File: src/rtl/write_seq_driver_if.sv
// ============================================================================
// Module      : write_seq_driver_if
// Description : Bundles the request/data side and the bitline drive side of
//               the SRAM write sequencer.
//               master : requester (drives req/data_in/mask_in)
//               slave  : write_seq_driver (drives ready/done/bitline outputs)
//   req      - write request, qualified by ready
//   data_in  - write data, 1 = store 1 (bl high, blb low)
//   mask_in  - per-column write enable, 1 = column written
//   ready    - request accepted on this edge if req = 1
//   done     - single-cycle completion pulse
//   bl_wr    - true-bitline drive level
//   blb_wr   - complement-bitline drive level
//   drv_en   - per-column driver enable, 0 = column not driven
// Revision    : 1.0 - initial release
// ============================================================================
`default_nettype none

interface write_seq_driver_if #(
  parameter int COLS = 8
);
  logic            req;
  logic [COLS-1:0] data_in;
  logic [COLS-1:0] mask_in;
  logic            ready;
  logic            done;
  logic [COLS-1:0] bl_wr;
  logic [COLS-1:0] blb_wr;
  logic [COLS-1:0] drv_en;

  modport master (
    output req, data_in, mask_in,
    input  ready, done, bl_wr, blb_wr, drv_en
  );

  modport slave (
    input  req, data_in, mask_in,
    output ready, done, bl_wr, blb_wr, drv_en
  );
endinterface

`default_nettype wire

File: src/rtl/write_seq_driver.sv
// ============================================================================
// Module      : write_seq_driver
// Description : SRAM write-driver sequencer. On an accepted request the
//               captured data is settled on the bitlines (SETUP), the
//               masked column drivers are enabled (DRIVE), then bitlines are
//               returned to precharge (RECOVER) before a done pulse in IDLE.
// Ports       :
//   clk  - sole clock, rising edge
//   rst  - synchronous active-high reset
//   bus  - write_seq_driver_if.slave (req/data_in/mask_in in,
//          ready/done/bl_wr/blb_wr/drv_en out, all outputs registered)
// Parameters  : COLS, SETUP_CYC (1..15), PULSE_CYC (1..15), REC_CYC (1..15)
// Revision    : 1.0 - initial release
// ============================================================================
`default_nettype none

module write_seq_driver #(
  parameter int COLS      = 8,
  parameter int SETUP_CYC = 1,
  parameter int PULSE_CYC = 2,
  parameter int REC_CYC   = 1
) (
  input wire                 clk,
  input wire                 rst,
  write_seq_driver_if.slave  bus
);

  typedef enum logic [1:0] {
    S_IDLE    = 2'd0,
    S_SETUP   = 2'd1,
    S_DRIVE   = 2'd2,
    S_RECOVER = 2'd3
  } state_t;

  // Phase counter is loaded with (length - 1) on state entry and counts down
  // to zero, so every phase length 1..15 fits in 4 bits without wrapping.
  localparam logic [3:0] C_SETUP_LD = 4'(SETUP_CYC - 1);
  localparam logic [3:0] C_PULSE_LD = 4'(PULSE_CYC - 1);
  localparam logic [3:0] C_REC_LD   = 4'(REC_CYC - 1);

  state_t          r_state, w_state_next;
  logic [3:0]      r_phase, w_phase_next;
  logic [COLS-1:0] r_data,  w_data_next;
  logic [COLS-1:0] r_mask,  w_mask_next;

  logic            r_ready, w_ready_next;
  logic            r_done,  w_done_next;
  logic [COLS-1:0] r_bl,    w_bl_next;
  logic [COLS-1:0] r_blb,   w_blb_next;
  logic [COLS-1:0] r_en,    w_en_next;

  // Next-state, phase counter and capture logic
  always_comb begin
    w_state_next = r_state;
    w_phase_next = r_phase;
    w_data_next  = r_data;
    w_mask_next  = r_mask;
    w_done_next  = 1'b0;

    case (r_state)
      S_IDLE: begin
        if (bus.req) begin
          w_state_next = S_SETUP;
          w_phase_next = C_SETUP_LD;
          w_data_next  = bus.data_in;
          w_mask_next  = bus.mask_in;
        end
      end
      S_SETUP: begin
        if (r_phase == 4'd0) begin
          w_state_next = S_DRIVE;
          w_phase_next = C_PULSE_LD;
        end else begin
          w_phase_next = r_phase - 4'd1;
        end
      end
      S_DRIVE: begin
        if (r_phase == 4'd0) begin
          w_state_next = S_RECOVER;
          w_phase_next = C_REC_LD;
        end else begin
          w_phase_next = r_phase - 4'd1;
        end
      end
      S_RECOVER: begin
        if (r_phase == 4'd0) begin
          w_state_next = S_IDLE;
          w_phase_next = 4'd0;
          w_done_next  = 1'b1;
        end else begin
          w_phase_next = r_phase - 4'd1;
        end
      end
      default: begin
        w_state_next = S_IDLE;
        w_phase_next = 4'd0;
      end
    endcase
  end

  // Output decode from the upcoming state so outputs come straight from
  // flops and line up with the state they describe.
  always_comb begin
    w_ready_next = 1'b0;
    w_bl_next    = '1;
    w_blb_next   = '1;
    w_en_next    = '0;

    case (w_state_next)
      S_IDLE: begin
        w_ready_next = 1'b1;
      end
      S_SETUP: begin
        w_bl_next  = w_data_next;
        w_blb_next = ~w_data_next;
      end
      S_DRIVE: begin
        // bl/blb are complementary here, so an enabled column never sees
        // equal levels on both bitlines.
        w_bl_next  = w_data_next;
        w_blb_next = ~w_data_next;
        w_en_next  = w_mask_next;
      end
      default: begin
        // RECOVER: precharge level, drivers off
        w_bl_next  = '1;
        w_blb_next = '1;
      end
    endcase
  end

  always_ff @(posedge clk) begin
    if (rst) begin
      r_state <= S_IDLE;
      r_phase <= 4'd0;
      r_data  <= '0;
      r_mask  <= '0;
      r_ready <= 1'b1;
      r_done  <= 1'b0;
      r_bl    <= '1;
      r_blb   <= '1;
      r_en    <= '0;
    end else begin
      r_state <= w_state_next;
      r_phase <= w_phase_next;
      r_data  <= w_data_next;
      r_mask  <= w_mask_next;
      r_ready <= w_ready_next;
      r_done  <= w_done_next;
      r_bl    <= w_bl_next;
      r_blb   <= w_blb_next;
      r_en    <= w_en_next;
    end
  end

  assign bus.ready  = r_ready;
  assign bus.done   = r_done;
  assign bus.bl_wr  = r_bl;
  assign bus.blb_wr = r_blb;
  assign bus.drv_en = r_en;

endmodule

`default_nettype wire

File: src/flat_wrapper.sv
// flat-port wrapper written by rule: the top's interface ports become plain ports
module write_seq_driver_flat 
#(
  parameter int COLS      = 8,
  parameter int SETUP_CYC = 1,
  parameter int PULSE_CYC = 2,
  parameter int REC_CYC   = 1
)
  (clk, rst, bus_req, bus_data_in, bus_mask_in, bus_ready, bus_done, bus_bl_wr, bus_blb_wr, bus_drv_en);
  write_seq_driver_if #(.COLS(COLS)) bus_i ();
  input wire clk;
  input wire rst;
  input wire logic [$bits(bus_i.req)-1:0] bus_req;
  input wire logic [$bits(bus_i.data_in)-1:0] bus_data_in;
  input wire logic [$bits(bus_i.mask_in)-1:0] bus_mask_in;
  output wire logic [$bits(bus_i.ready)-1:0] bus_ready;
  output wire logic [$bits(bus_i.done)-1:0] bus_done;
  output wire logic [$bits(bus_i.bl_wr)-1:0] bus_bl_wr;
  output wire logic [$bits(bus_i.blb_wr)-1:0] bus_blb_wr;
  output wire logic [$bits(bus_i.drv_en)-1:0] bus_drv_en;
  assign bus_i.req = bus_req;
  assign bus_i.data_in = bus_data_in;
  assign bus_i.mask_in = bus_mask_in;
  assign bus_ready = bus_i.ready;
  assign bus_done = bus_i.done;
  assign bus_bl_wr = bus_i.bl_wr;
  assign bus_blb_wr = bus_i.blb_wr;
  assign bus_drv_en = bus_i.drv_en;
  write_seq_driver #(.COLS(COLS), .SETUP_CYC(SETUP_CYC), .PULSE_CYC(PULSE_CYC), .REC_CYC(REC_CYC)) u_core (.clk(clk), .rst(rst), .bus(bus_i));
endmodule
File: config.mk
export PLATFORM = sky130hd
export DESIGN_NAME = write_seq_driver_flat
export DESIGN_NICKNAME = d
export VERILOG_FILES = /design/src/rtl/write_seq_driver_if.sv /design/src/rtl/write_seq_driver.sv /design/src/flat_wrapper.sv
export SDC_FILE = /design/constraint.sdc
export NUM_CORES = 1
export LEC_CHECK = 0
export BUFFER_PORTS_ARGS = -buffer_cell sky130_fd_sc_hd__clkbuf_2
export CAP_MARGIN = 10
export CORE_AREA = 3 3 68 70
export DETAILED_ROUTE_END_ITERATION = 7
export DIE_AREA = 0 0 71 73
export PLACE_DENSITY = 0.61
export SLEW_MARGIN = 15
export SYNTH_ARGS = -nofsm -noshare
export SYNTH_HDL_FRONTEND = slang
export SYNTH_SLANG_ARGS = --single-unit
File: constraint.sdc
create_clock -name clk -period 2.8 [get_ports clk]
set_clock_uncertainty 0.15 [all_clocks]
set_input_delay 0.14 -clock clk [delete_from_list [all_inputs] [get_ports clk]]
set_output_delay 0.14 -clock clk [all_outputs]
set_load 0.05 [all_outputs]
After elaboration in Yosys (flattened, before gate mapping)
Index checks and enable logic that the tools add are counted.
{"block": "op_classes", "mux": 15, "magnitude_cmp": 0, "shifts": 0, "eq_ne": 6, "div_mod_pow": 0, "n_addsub": 1, "bitwise_logic": 4, "mul": 0, "reduce_logical": 8}
{"op": "8-bit two-way mux", "count": 4}
{"op": "4-bit two-way mux", "count": 3}
{"op": "4-bit one-hot mux with 3 select lines", "count": 1}
{"op": "2-bit OR reduction", "count": 5}
{"op": "2-bit two-way mux", "count": 4}
{"op": "8-bit NOT", "count": 1}
{"op": "2-bit one-hot mux with 4 select lines", "count": 1}
{"op": "2-bit equality test, second input constant", "count": 3}
{"op": "2-bit by 1-bit equality test with 1-bit output, second input constant", "count": 2}
{"op": "2-bit logical NOT", "count": 2}
{"op": "4-bit logical NOT", "count": 1}
{"op": "4-bit by 1-bit subtractor with 4-bit output, second input constant", "count": 1}
{"op": "1-bit NOT", "count": 3}
{"op": "1-bit two-way mux", "count": 2}
{"op": "2-bit != test, second input constant", "count": 1}
{"block": "totals", "mem_bits_rw": 0, "out_inout_bits": 26, "mem_bits_ro": 0, "word_cells": 43, "latchBits": 0, "regBits": 48, "inputBits": 19, "mem_count": 0}

Depth between registers and ports, before layout
Gate-level depths: netlist of run 1.
{"block": "depth", "depth_word": 7, "ltp_mapped": 7, "depth_no_buf": 6}

Least setup slack after synthesis of run 1
OpenSTA, ideal clock, no wires.
{"block": "synth_path", "path_type": "reg-to-reg", "from": "register u_core.r_state[1]", "to": "register u_core.r_blb[5], in the netlist u_core.bus.blb_wr[5]", "period_less_slack_ns": 2.149, "setup_time_ns": 0.117, "slack_ns": 0.651, "required_ns": 2.533, "stages_incl_launch_ff": 8, "arrival_ns": 1.881, "n_path_buf": 2, "cell_sequence": "dfxtp_1 > buf_2 > mux2_2 > o21ai_0 > ha_1 > nor2_1 > buf_2 > nand2b_1"}
{"block": "synth_via", "elab_chain_len": 6, "elab_cells_between_ends": 16, "classes_between": "eq/ne (5); mux (6); bitwise (2); reduce/logical (3)"}
{"item": "from (decl)", "line": "write_seq_driver.sv:41", "text": "state_t r_state, w_state_next;"}
{"item": "from (signal assigned)", "line": "write_seq_driver.sv:144", "text": "r_state <= w_state_next;"}
{"item": "2-bit equality test (tied with other cells)", "line": "write_seq_driver.sv:60", "text": "case (r_state)"}
{"item": "2-bit one-hot mux with 4 select lines", "line": "write_seq_driver.sv:60"}
{"item": "2-bit by 1-bit equality test with 1-bit output or 2-bit equality test (tied branches)", "line": "write_seq_driver.sv:109", "text": "case (w_state_next)"}
{"item": "2-bit OR reduction (no line)"}
{"item": "1-bit NOT (no line)"}
{"item": "2-bit OR reduction (no line)"}
{"item": "to (signal assigned)", "line": "write_seq_driver.sv:151", "text": "r_blb <= w_blb_next;"}
{"item": "to (decl)", "line": "write_seq_driver.sv:49", "text": "logic [COLS-1:0] r_blb, w_blb_next;"}
Parallel ways exist; a longest one is shown, timed or not.
A chain may end at the register's enable or synchronous reset.

Worst setup path in the final report of run 1
{"block": "layout_path", "from": "register u_core.r_state[1]", "to": "register u_core.r_blb[6], in the netlist u_core.bus.blb_wr[6]"}
The elaborated chain is that of the path after synthesis.

==> results of run 1 <==
cells in the mapped netlist (2+ instances only):
library cell,number,share of area
buf_6,2,0.014
o21ai_0,3,0.0092
nand2b_1,10,0.038
buf_2,2,0.0062
nor2_1,29,0.067
nand2_1,9,0.021
mux2i_1,17,0.10
clkbuf_1,3,0.0069
or2_2,2,0.0077
inv_1,2,0.0046
ha_1,2,0.015
dfxtp_1,48,0.59
a21oi_1,3,0.0092
area by class of cell:
type                            count  area share
Inverter                            2     0.00347
Multi-Input combinational cell     90       0.276
Clock buffer                        5      0.0318
Clock inverter                      3      0.0318
Timing Repair Buffer               62       0.183
Sequential cell                    48       0.445
Tap cell                           50      0.0290
how the worst max path moves through the flow:
stage	from	end	slack, ns	depth (start not counted)
5_1_grt	u_core.r_state[1]	u_core.bus.bl_wr[4]	0.51	6
2_1_floorplan	u_core.r_state[1]	u_core.bus.blb_wr[5]	0.65	7
3_3_place_gp	u_core.r_state[1]	u_core.bus.blb_wr[4]	0.74	6
6_report	u_core.r_state[1]	u_core.bus.blb_wr[6]	0.67	6
3_5_place_dp	u_core.r_state[1]	u_core.bus.blb_wr[2]	0.68	6
4_1_cts	u_core.r_state[1]	u_core.bus.blb_wr[6]	0.66	6
kinds of logic after synthesis:
family,Yosys count,share of synthesized area
and+or+nand+nor,57,0.178
DFF,48,0.591
AOI/OAI and AO/OA,11,0.0477
xor gates and xnor gates,2,0.0108
buffers and inverters,11,0.0462
muxes,18,0.112
adders and majority gates,2,0.0154
state kept, by name, indices dropped and copies added (netlist names):
signal	count
u_core.r_phase	4
u_core.r_state	2
u_core.bus.blb_wr	8
u_core.r_data	8
u_core.bus.drv_en	8
u_core.bus.done	1
u_core.bus.ready	1
u_core.r_mask	8
u_core.bus.bl_wr	8
critical path, delay by kind of cell (launching register included):
kind                       cells  cell delay (ns)
muxes                          1             0.40
and+or+nand+nor                2             0.16
AOI/OAI and AO/OA              1             0.24
adders and majority gates      1             0.28
DFF                            1             0.58
buffers and inverters          1             0.21
through the flow:
step	std cells	utilization	instance area (µm²)	total power [W]
detailed placement	236	0.462	1860	0.00130
global route	260	0.536	2160	0.00197
global placement	236	0.462	1860	0.00129
floorplan	149	-	1630	0.00121
CTS	260	0.536	2160	0.00190
finish	260	0.536	2160	0.00188
power groups by stage:
stage	registers (W)	clock network [W]	logic [W]
after floorplan	0.00101	0	0.000200
after global placement	0.000817	0	0.000472
after detailed placement	0.000823	0	0.000476
after CTS	0.000806	0.000597	0.000496
after global routing	0.000817	0.000624	0.000526
final	0.000805	0.000580	0.000491
routing by layer:
| metal | GRT usage | part of all wire | up-vias | wire, µm |
|---|---|---|---|---|
| met3 | 0.0468 | 0.078 | 2 | 224 |
| met5 | 0 | 0 | - | 0 |
| met4 | 0.0438 | 0.0063 | 0 | 18 |
| li1 | - | - | 604 | - |
| met2 | 0.196 | 0.46 | 38 | 1310 |
| met1 | 0.134 | 0.46 | 523 | 1310 |
==> flow_summary_export.csv, run 1 <==
group,metric,value,unit
setup_path,slowest_stage,"dfxtp_1",
route,drtPass1Iterations,4,
setup_path,worstReg2RegEnd,"u_core.bus.blb_wr[6]",
min_path,min_path_cells,4,
setup_path,cp_cell_sequence,"mux2_2 > o21ai_0 > ha_1 > nor2_1 > buf_4 > nand2b_1",
place,hpwl,2030,µm
cells_and_area,final_common_cell,"dfxtp_1",
grt,grt_max_degree,29,
route,detail-route-antenna-nets,0,
setup_path,arrival,2.16,ns
cells_and_area,seq_area,961,µm²
sta,max-slew-margin-rel,0.633,
grt,antenna_found_initial,0,
clock_tree,htreeDepth,2,
sta,post-route-period-util,0.762,
flow_run,drv_cap,0,
setup_path,crit_path_end_kind,"flip-flop",
setup_path,reg2reg_slack,0.67,ns
sta,drv_slew,0,
cells_and_area,layout_common_cells,"48 x dfxtp_1, 44 x clkbuf_2, 29 x nor2_1",
cells_and_area,fillerInstances,359,
min_path,min_from,"bus_req",
sta,fmax,469,MHz
sta,period_minus_slack,2.13,ns
synthesis,synth-edff-count,0,
synthesis,syn-num-nets,170,
synthesis,synth.yosys.seq_area_share,0.591,
clock_tree,cts_inserted_buffers,5,
clock_tree,clk_pin_slew,0.08,ns
min_path,hp-class,"in2reg",
cells_and_area,multi_input_area,597,µm²
synthesis,syn_area,0.00163,mm²
sta,worst_slack,0.667,ns
sta,setup_violations,0,
route,avgRoutedWirePerCell,11.0,µm
min_path,min_to,"u_core.r_phase[0]",
grt,grt_pass1_wl,4740,µm
route,drt_iter0_markers,50,
place,gp_congestion,0.748,
clock_tree,cts_root_buf,"clkbuf_8",
power_and_ir_drop,switchingPower,0.000601,W
floorplanning,rows,23,
clock_tree,cts_sinks,48,
clock_tree,clk_latency,0.29,ns
power_and_ir_drop,clkPwrFrac,0.309,
setup_path,reg2reg_from,"u_core.r_state[1]",
route,wl,2870,µm
synthesis,ys_seq_elements,48,
synthesis,synth_cell_types,30,
sta,worstMarginPinSlew,0.550,ns
setup_path,start_kind,"flip-flop",
setup_path,reg2reg_depth,6,
clock_tree,holdBufCountCts,16,
floorplanning,die_h,73,µm
synthesis,synthCells,149,
setup_path,worstSetupPathType,"reg2reg",
setup_path,cp_max_fo,16,
floorplanning,initial_core_util,0.404,
synthesis,ys_async_sr_fraction,0,
floorplanning,die-area,0.00518,mm²
route,route.detailed.drc,0,
sta,finalHoldViolations,0,
clock_tree,cts_buffer_depth,2,
floorplanning,design.core.area,0.00403,mm²
place,post-place-ws,0.682,ns
setup_path,worstPathRequired,2.83,ns
status,status,"completed",
place,portBuffers,44,
sta,whs,0.0781,ns
power_and_ir_drop,combinationalPowerShare,0.262,
power_and_ir_drop,p_per_area,869,mW/mm²
cells_and_area,fin_nets,230,
synthesis,syn_avg_cell_area,10.9,µm²
grt,grt_pass1_vias,1107,
route,via_per_inst,4.49,
power_and_ir_drop,internal_power,0.00128,W
grt,overflow,0,
power_and_ir_drop,peakVddDrop,0.400,mV
power_and_ir_drop,switching_share,0.320,
grt,grt_use_total,0.117,
sta,setup_tns,0,ns
cells_and_area,diodes,0,
cells_and_area,synthToLayoutAreaGrowth,32.8,%
clock_tree,cts_tree,"yes",
floorplanning,die_x,71,µm
power_and_ir_drop,p_seq_frac,0.429,
sta,rsz0062_at_grt,"false",
setup_path,slowest_delay,0.58,ns
power_and_ir_drop,p_leak,0.939,nW
synthesis,yosys_most_used_dff,"dfxtp_1",
cells_and_area,layout-drive-gt1-share,0.286,
synthesis,ys_warn_count,0,
floorplanning,ios,45,
clock_tree,cts_resized,0,
route,dr_total_vias,1167,
clock_tree,post_cts_buffers,0,
Note: power is estimated with default switching activity, not from simulation.
==> run 2: changes to the inputs <==
Clock period 2.8 ns to 2.2 ns, I/O delays scaled along.
==> run 2 against run 1 <==
Flip-flop and latch count is the same; clock-buffer cell count grew 1; sequential power grew 27%; critical endpoint is now u_core.bus.blb_wr[3]; final cell count grew 0.38%; utilization shrank 1.1 points; largest cell class unchanged; critical path depth grew 1; largest power group unchanged; die area is the same.
==> flow_summary_export.csv, run 2 (same netlist as run 1, synthesis figures left out) <==
group,metric,value,unit
floorplanning,initial_core_util,0.404,
min_path,hp-class,"in2reg",
route,drt_iter0_markers,43,
sta,period_minus_slack,2.02,ns
cells_and_area,layout_common_cells,"48 x dfxtp_1, 44 x clkbuf_2, 29 x nor2_1",
sta,post-route-period-util,0.919,
clock_tree,cts_root_buf,"clkbuf_8",
floorplanning,design.core.area,0.00403,mm²
min_path,min_to,"u_core.r_state[0]",
cells_and_area,synthToLayoutAreaGrowth,30.2,%
sta,finalHoldViolations,0,
setup_path,arrival,2.05,ns
sta,worstMarginPinSlew,0.553,ns
clock_tree,htreeDepth,2,
clock_tree,clk_pin_slew,0.08,ns
grt,antenna_found_initial,0,
place,hpwl,2080,µm
setup_path,slowest_delay,0.37,ns
setup_path,worstSetupPathType,"reg2reg",
power_and_ir_drop,p_per_area,1010,mW/mm²
cells_and_area,final_common_cell,"dfxtp_1",
setup_path,start_kind,"flip-flop",
grt,overflow,0,
setup_path,reg2reg_depth,7,
setup_path,cp_max_fo,16,
min_path,min_from,"bus_req",
setup_path,worstPathRequired,2.23,ns
sta,whs,0.0796,ns
clock_tree,cts_sinks,48,
route,via_per_inst,4.52,
cells_and_area,final_area,0.00212,mm²
setup_path,reg2reg_slack,0.18,ns
min_path,min_path_cells,3,
grt,grt_pass1_wl,5110,µm
sta,setup_tns,0,ns
grt,grt_max_degree,29,
setup_path,reg2reg_from,"u_core.r_phase[3]",
cells_and_area,fin_nets,232,
sta,fmax,495,MHz
cells_and_area,layout-drive-gt1-share,0.289,
place,place_area,0.00188,mm²
cells_and_area,final_cells,261,
status,status,"completed",
setup_path,slowest_stage,"dfxtp_1",
clock_tree,post_cts_buffers,0,
floorplanning,die-area,0.00518,mm²
floorplanning,ios,45,
power_and_ir_drop,p_leak,0.922,nW
sta,rsz0062_at_grt,"false",
clock_tree,clk_latency,0.29,ns
clock_tree,cts_inserted_buffers,5,
route,wl,2980,µm
clock_tree,cts_tree,"yes",
power_and_ir_drop,peakVddDrop,0.431,mV
floorplanning,rows,23,
sta,setup_violations,0,
flow_run,drv_cap,0,
floorplanning,die_h,73,µm
route,avgRoutedWirePerCell,11.4,µm
route,detail-route-antenna-nets,0,
setup_path,crit_path_end_kind,"flip-flop",
clock_tree,cts_buffer_depth,2,
grt,grt_pass1_vias,1162,
sta,drv_slew,0,
floorplanning,die_x,71,µm
place,portBuffers,44,
place,dp_cells,238,
sta,max-slew-margin-rel,0.632,
place,post-place-ws,0.186,ns
setup_path,cp_cell_sequence,"nor4_4 > mux2_2 > o21ai_0 > ha_1 > nor2_1 > buf_4 > nand2b_1",
setup_path,worstReg2RegEnd,"u_core.bus.blb_wr[3]",
place,gp_congestion,0.763,
route,dr_total_vias,1180,
grt,grt_use_total,0.127,
sta,worst_slack,0.178,ns
route,drtPass1Iterations,4,
cells_and_area,diodes,0,
route,route.detailed.drc,0,
-- run 2: cell types whose count changed in the layout (fill, tap and decap cells not counted) --
cell       previous run  this run
buf_4                 2         4
bufinv_16             2         0
clkbuf_1              0         1
clkinv_2              0         1
inv_6                 1         0
nand2_1               9         8
nand2_2               0         1
-- run 2: metrics by stage --
step | utilization | power, W
final | 0.526 | 0.00213
after global routing | 0.526 | 0.00225
after CTS | 0.525 | 0.00216
after detailed placement | 0.466 | 0.00166
after global placement | 0.466 | 0.00165
after floorplan | - | 0.00154
-- run 2: metal layers --
layer / part of all wire / global-route usage / wire length (µm) / vias to the layer above
met1: 0.45 / 0.141 / 1340 / 532
met3: 0.072 / 0.0468 / 215 / 2
met4: 0.0060 / 0.0668 / 18 / 0
met2: 0.47 / 0.211 / 1410 / 36
li1: - / - / - / 610
met5: 0 / 0 / 0 / -
-- run 2: cell type report --
cell class              instances  area, µm²
repair buffers                 64        410
clock inverters                 1       5.00
multi-input cells              90        599
inverters                       2       7.51
clock buffers                   6       72.6
well taps                      50       62.6
flip-flops and latches         48        961
fillers                       373       1910
-- run 2: worst max path at each step --
stage | from | end | slack, ns
after detailed placement | u_core.r_phase[0] | u_core.bus.blb_wr[4] | 0.19
after floorplan | u_core.r_state[1] | u_core.bus.blb_wr[5] | 0.05
after global routing | u_core.r_phase[3] | u_core.bus.bl_wr[5] | 0.03
after CTS | u_core.r_phase[0] | u_core.bus.blb_wr[4] | 0.16
after global placement | u_core.r_phase[0] | u_core.bus.blb_wr[4] | 0.23
final | u_core.r_phase[3] | u_core.bus.blb_wr[3] | 0.18
-- run 2: report_power, final --
group / switching (W) / internal, W
clock network: 0.000256 / 0.000216
logic: 0.000447 / 0.000195
registers: 0.0000392 / 0.000977
total: 0.000742 / 0.00139
-- run 2: repair_timing --
item | 4_1_cts | 5_1_grt
endpoints found under the hold margin | 32 | 0
resized for setup | 0 | 1
hold buffers | 16 | 0
endpoints found under the setup margin | 0 | 1
-- run 2: critical path: cells and delay by family, from the launching register on --
kind / cells / cell delay [ns]
AO/OA/AOI/OAI: 1 / 0.11
flip-flops: 1 / 0.37
multiplexers: 1 / 0.23
buffers and inverters: 1 / 0.21
AND/OR/NAND/NOR: 3 / 0.53
adder cells (fa/ha/maj): 1 / 0.32
==> run 3: changes to the inputs <==
Settings changed: PLACE_DENSITY 0.61 to 0.64.
==> run 3 against run 2 <==
Total power grew 2.4%; sequential power hardly changed; register-to-register slack hardly changed; largest power group unchanged; highest routed layer unchanged; clock-buffer cell count increased by 1; setup slack gained 0.0092 ns; critical path type unchanged; via count rose by 1.4%; sequential share of layout area shrank 0.35 points; critical path depth did not move.
==> flow_summary_export.csv, run 3 (same netlist as run 1, synthesis figures left out) <==
group,metric,value,unit
status,status,"completed",
setup_path,crit_path_end_kind,"flip-flop",
place,post-place-ws,0.123,ns
min_path,min_from,"bus_req",
clock_tree,clk_latency,0.29,ns
cells_and_area,fillerInstances,373,
setup_path,reg2reg_depth,7,
cells_and_area,layout_common_cells,"48 x dfxtp_1, 44 x clkbuf_2, 29 x nor2_1",
setup_path,critPathTopFamily,"simple AND/OR/NAND/NOR gates",
cells_and_area,layout-drive-gt1-share,0.292,
setup_path,cp.depth,7,
place,place_area,0.00187,mm²
sta,finalHoldViolations,0,
clock_tree,clk_pin_slew,0.08,ns
cells_and_area,final_area,0.00213,mm²
floorplanning,design.core.area,0.00403,mm²
grt,grt_max_degree,29,
route,drt_iter0_markers,27,
route,wl,3100,µm
cells_and_area,diodes,0,
power_and_ir_drop,p_leak,0.925,nW
route,route.detailed.drc,0,
place,dp_cells,237,
place,gp_congestion,0.750,
setup_path,reg2reg_slack,0.19,ns
cells_and_area,final_cells,262,
floorplanning,die_h,73,µm
floorplanning,initial_core_util,0.404,
grt,overflow,0,
place,portBuffers,44,
grt,grt_pass1_vias,1187,
setup_path,cp_cell_sequence,"nor4_4 > mux2_2 > o21ai_0 > ha_1 > nor2_1 > buf_4 > nand2b_1",
floorplanning,rows,23,
sta,rsz0062_at_grt,"false",
grt,grt_pass1_wl,5110,µm
floorplanning,ios,45,
setup_path,slowest_delay,0.37,ns
clock_tree,htreeDepth,2,
power_and_ir_drop,peakVddDrop,0.475,mV
floorplanning,die_x,71,µm
clock_tree,cts_buffer_depth,2,
setup_path,slowest_stage,"dfxtp_1",
sta,drv_slew,0,
setup_path,arrival,2.04,ns
min_path,min_path_cells,4,
cells_and_area,synthToLayoutAreaGrowth,31.2,%
route,avgRoutedWirePerCell,11.8,µm
place,hpwl,2200,µm
grt,grt_use_total,0.125,
min_path,hp-class,"in2reg",
grt,antenna_found_initial,0,
clock_tree,cts_sinks,48,
power_and_ir_drop,p_total,0.00218,W
clock_tree,cts_root_buf,"clkbuf_8",
sta,max-slew-margin-rel,0.625,
setup_path,path_buf_inv,1,
sta,worstMarginPinSlew,0.563,ns
sta,setup_tns,0,ns
power_and_ir_drop,p_per_area,1020,mW/mm²
clock_tree,cts_tree,"yes",
route,detail-route-antenna-nets,0,
setup_path,worstReg2RegEnd,"u_core.bus.blb_wr[4]",
setup_path,worstPathRequired,2.23,ns
sta,setup_violations,0,
min_path,min_to,"u_core.r_phase[0]",
sta,worst_slack,0.187,ns
clock_tree,cts_inserted_buffers,5,
setup_path,reg2reg_from,"u_core.r_phase[3]",
sta,period_minus_slack,2.01,ns
route,dr_total_vias,1196,
setup_path,worstSetupPathType,"reg2reg",
setup_path,cp_max_fo,16,
sta,fmax,497,MHz
route,via_per_inst,4.56,
cells_and_area,fin_nets,232,
floorplanning,die-area,0.00518,mm²
cells_and_area,final_common_cell,"dfxtp_1",
setup_path,start_kind,"flip-flop",
sta,post-route-period-util,0.915,
route,drtPass1Iterations,4,
flow_run,drv_cap,0,
[run 3: what timing repair did]
action,4_1_cts,5_1_grt
hold buffers,16,0
endpoints found under the setup margin,0,16
buffers inserted,0,1
endpoints found under the hold margin,32,0
resized for setup,0,1
[run 3: worst max-delay path by stage]
stage,slack [ns],endpoint,startpoint
after global placement,0.24,u_core.bus.bl_wr[6],u_core.r_phase[0]
after detailed placement,0.12,u_core.bus.blb_wr[4],u_core.r_phase[0]
after CTS,0.11,u_core.bus.blb_wr[4],u_core.r_phase[0]
final,0.19,u_core.bus.blb_wr[4],u_core.r_phase[3]
after floorplan,0.05,u_core.bus.blb_wr[5],u_core.r_state[1]
after global routing,0.04,u_core.bus.blb_wr[7],u_core.r_phase[0]
[run 3: metrics by stage]
stage	utilization	hold WS, ns
2_1_floorplan	-	0.121
5_1_grt	0.530	0.0726
4_1_cts	0.527	0.0484
3_5_place_dp	0.464	0.224
3_3_place_gp	0.464	0.217
6_report	0.530	0.0579
[run 3: layout make-up]
class                           instances  area [µm²]  share of cell area
Multi-Input combinational cell         90         599               0.281
Clock buffer                            7        86.3              0.0404
Sequential cell                        48         961               0.450
Tap cell                               50        62.6              0.0293
Clock inverter                          1        7.51             0.00352
Timing Repair Buffer                   64         410               0.192
Inverter                                2        7.51             0.00352
[run 3: worst register-to-register path, cell delays in order (launching register included)]
cell and delay [ns]:
dfxtp_1 0.37, nor4_4 0.34, mux2_2 0.22, o21ai_0 0.11
ha_1 0.32, nor2_1 0.09, buf_4 0.22, nand2b_1 0.08
[run 3: routing by layer]
metal,vias to the layer above,track usage,routed length [µm]
li1,606,-,-
met1,548,0.140,1320
met2,38,0.226,1560
met3,4,0.0372,196
met4,0,0.0438,25
met5,-,0,0
[run 3: power breakdown]
group          internal, W  switching (W)
sequential        0.000977      0.0000423
clock             0.000255       0.000263
combinational     0.000194       0.000449
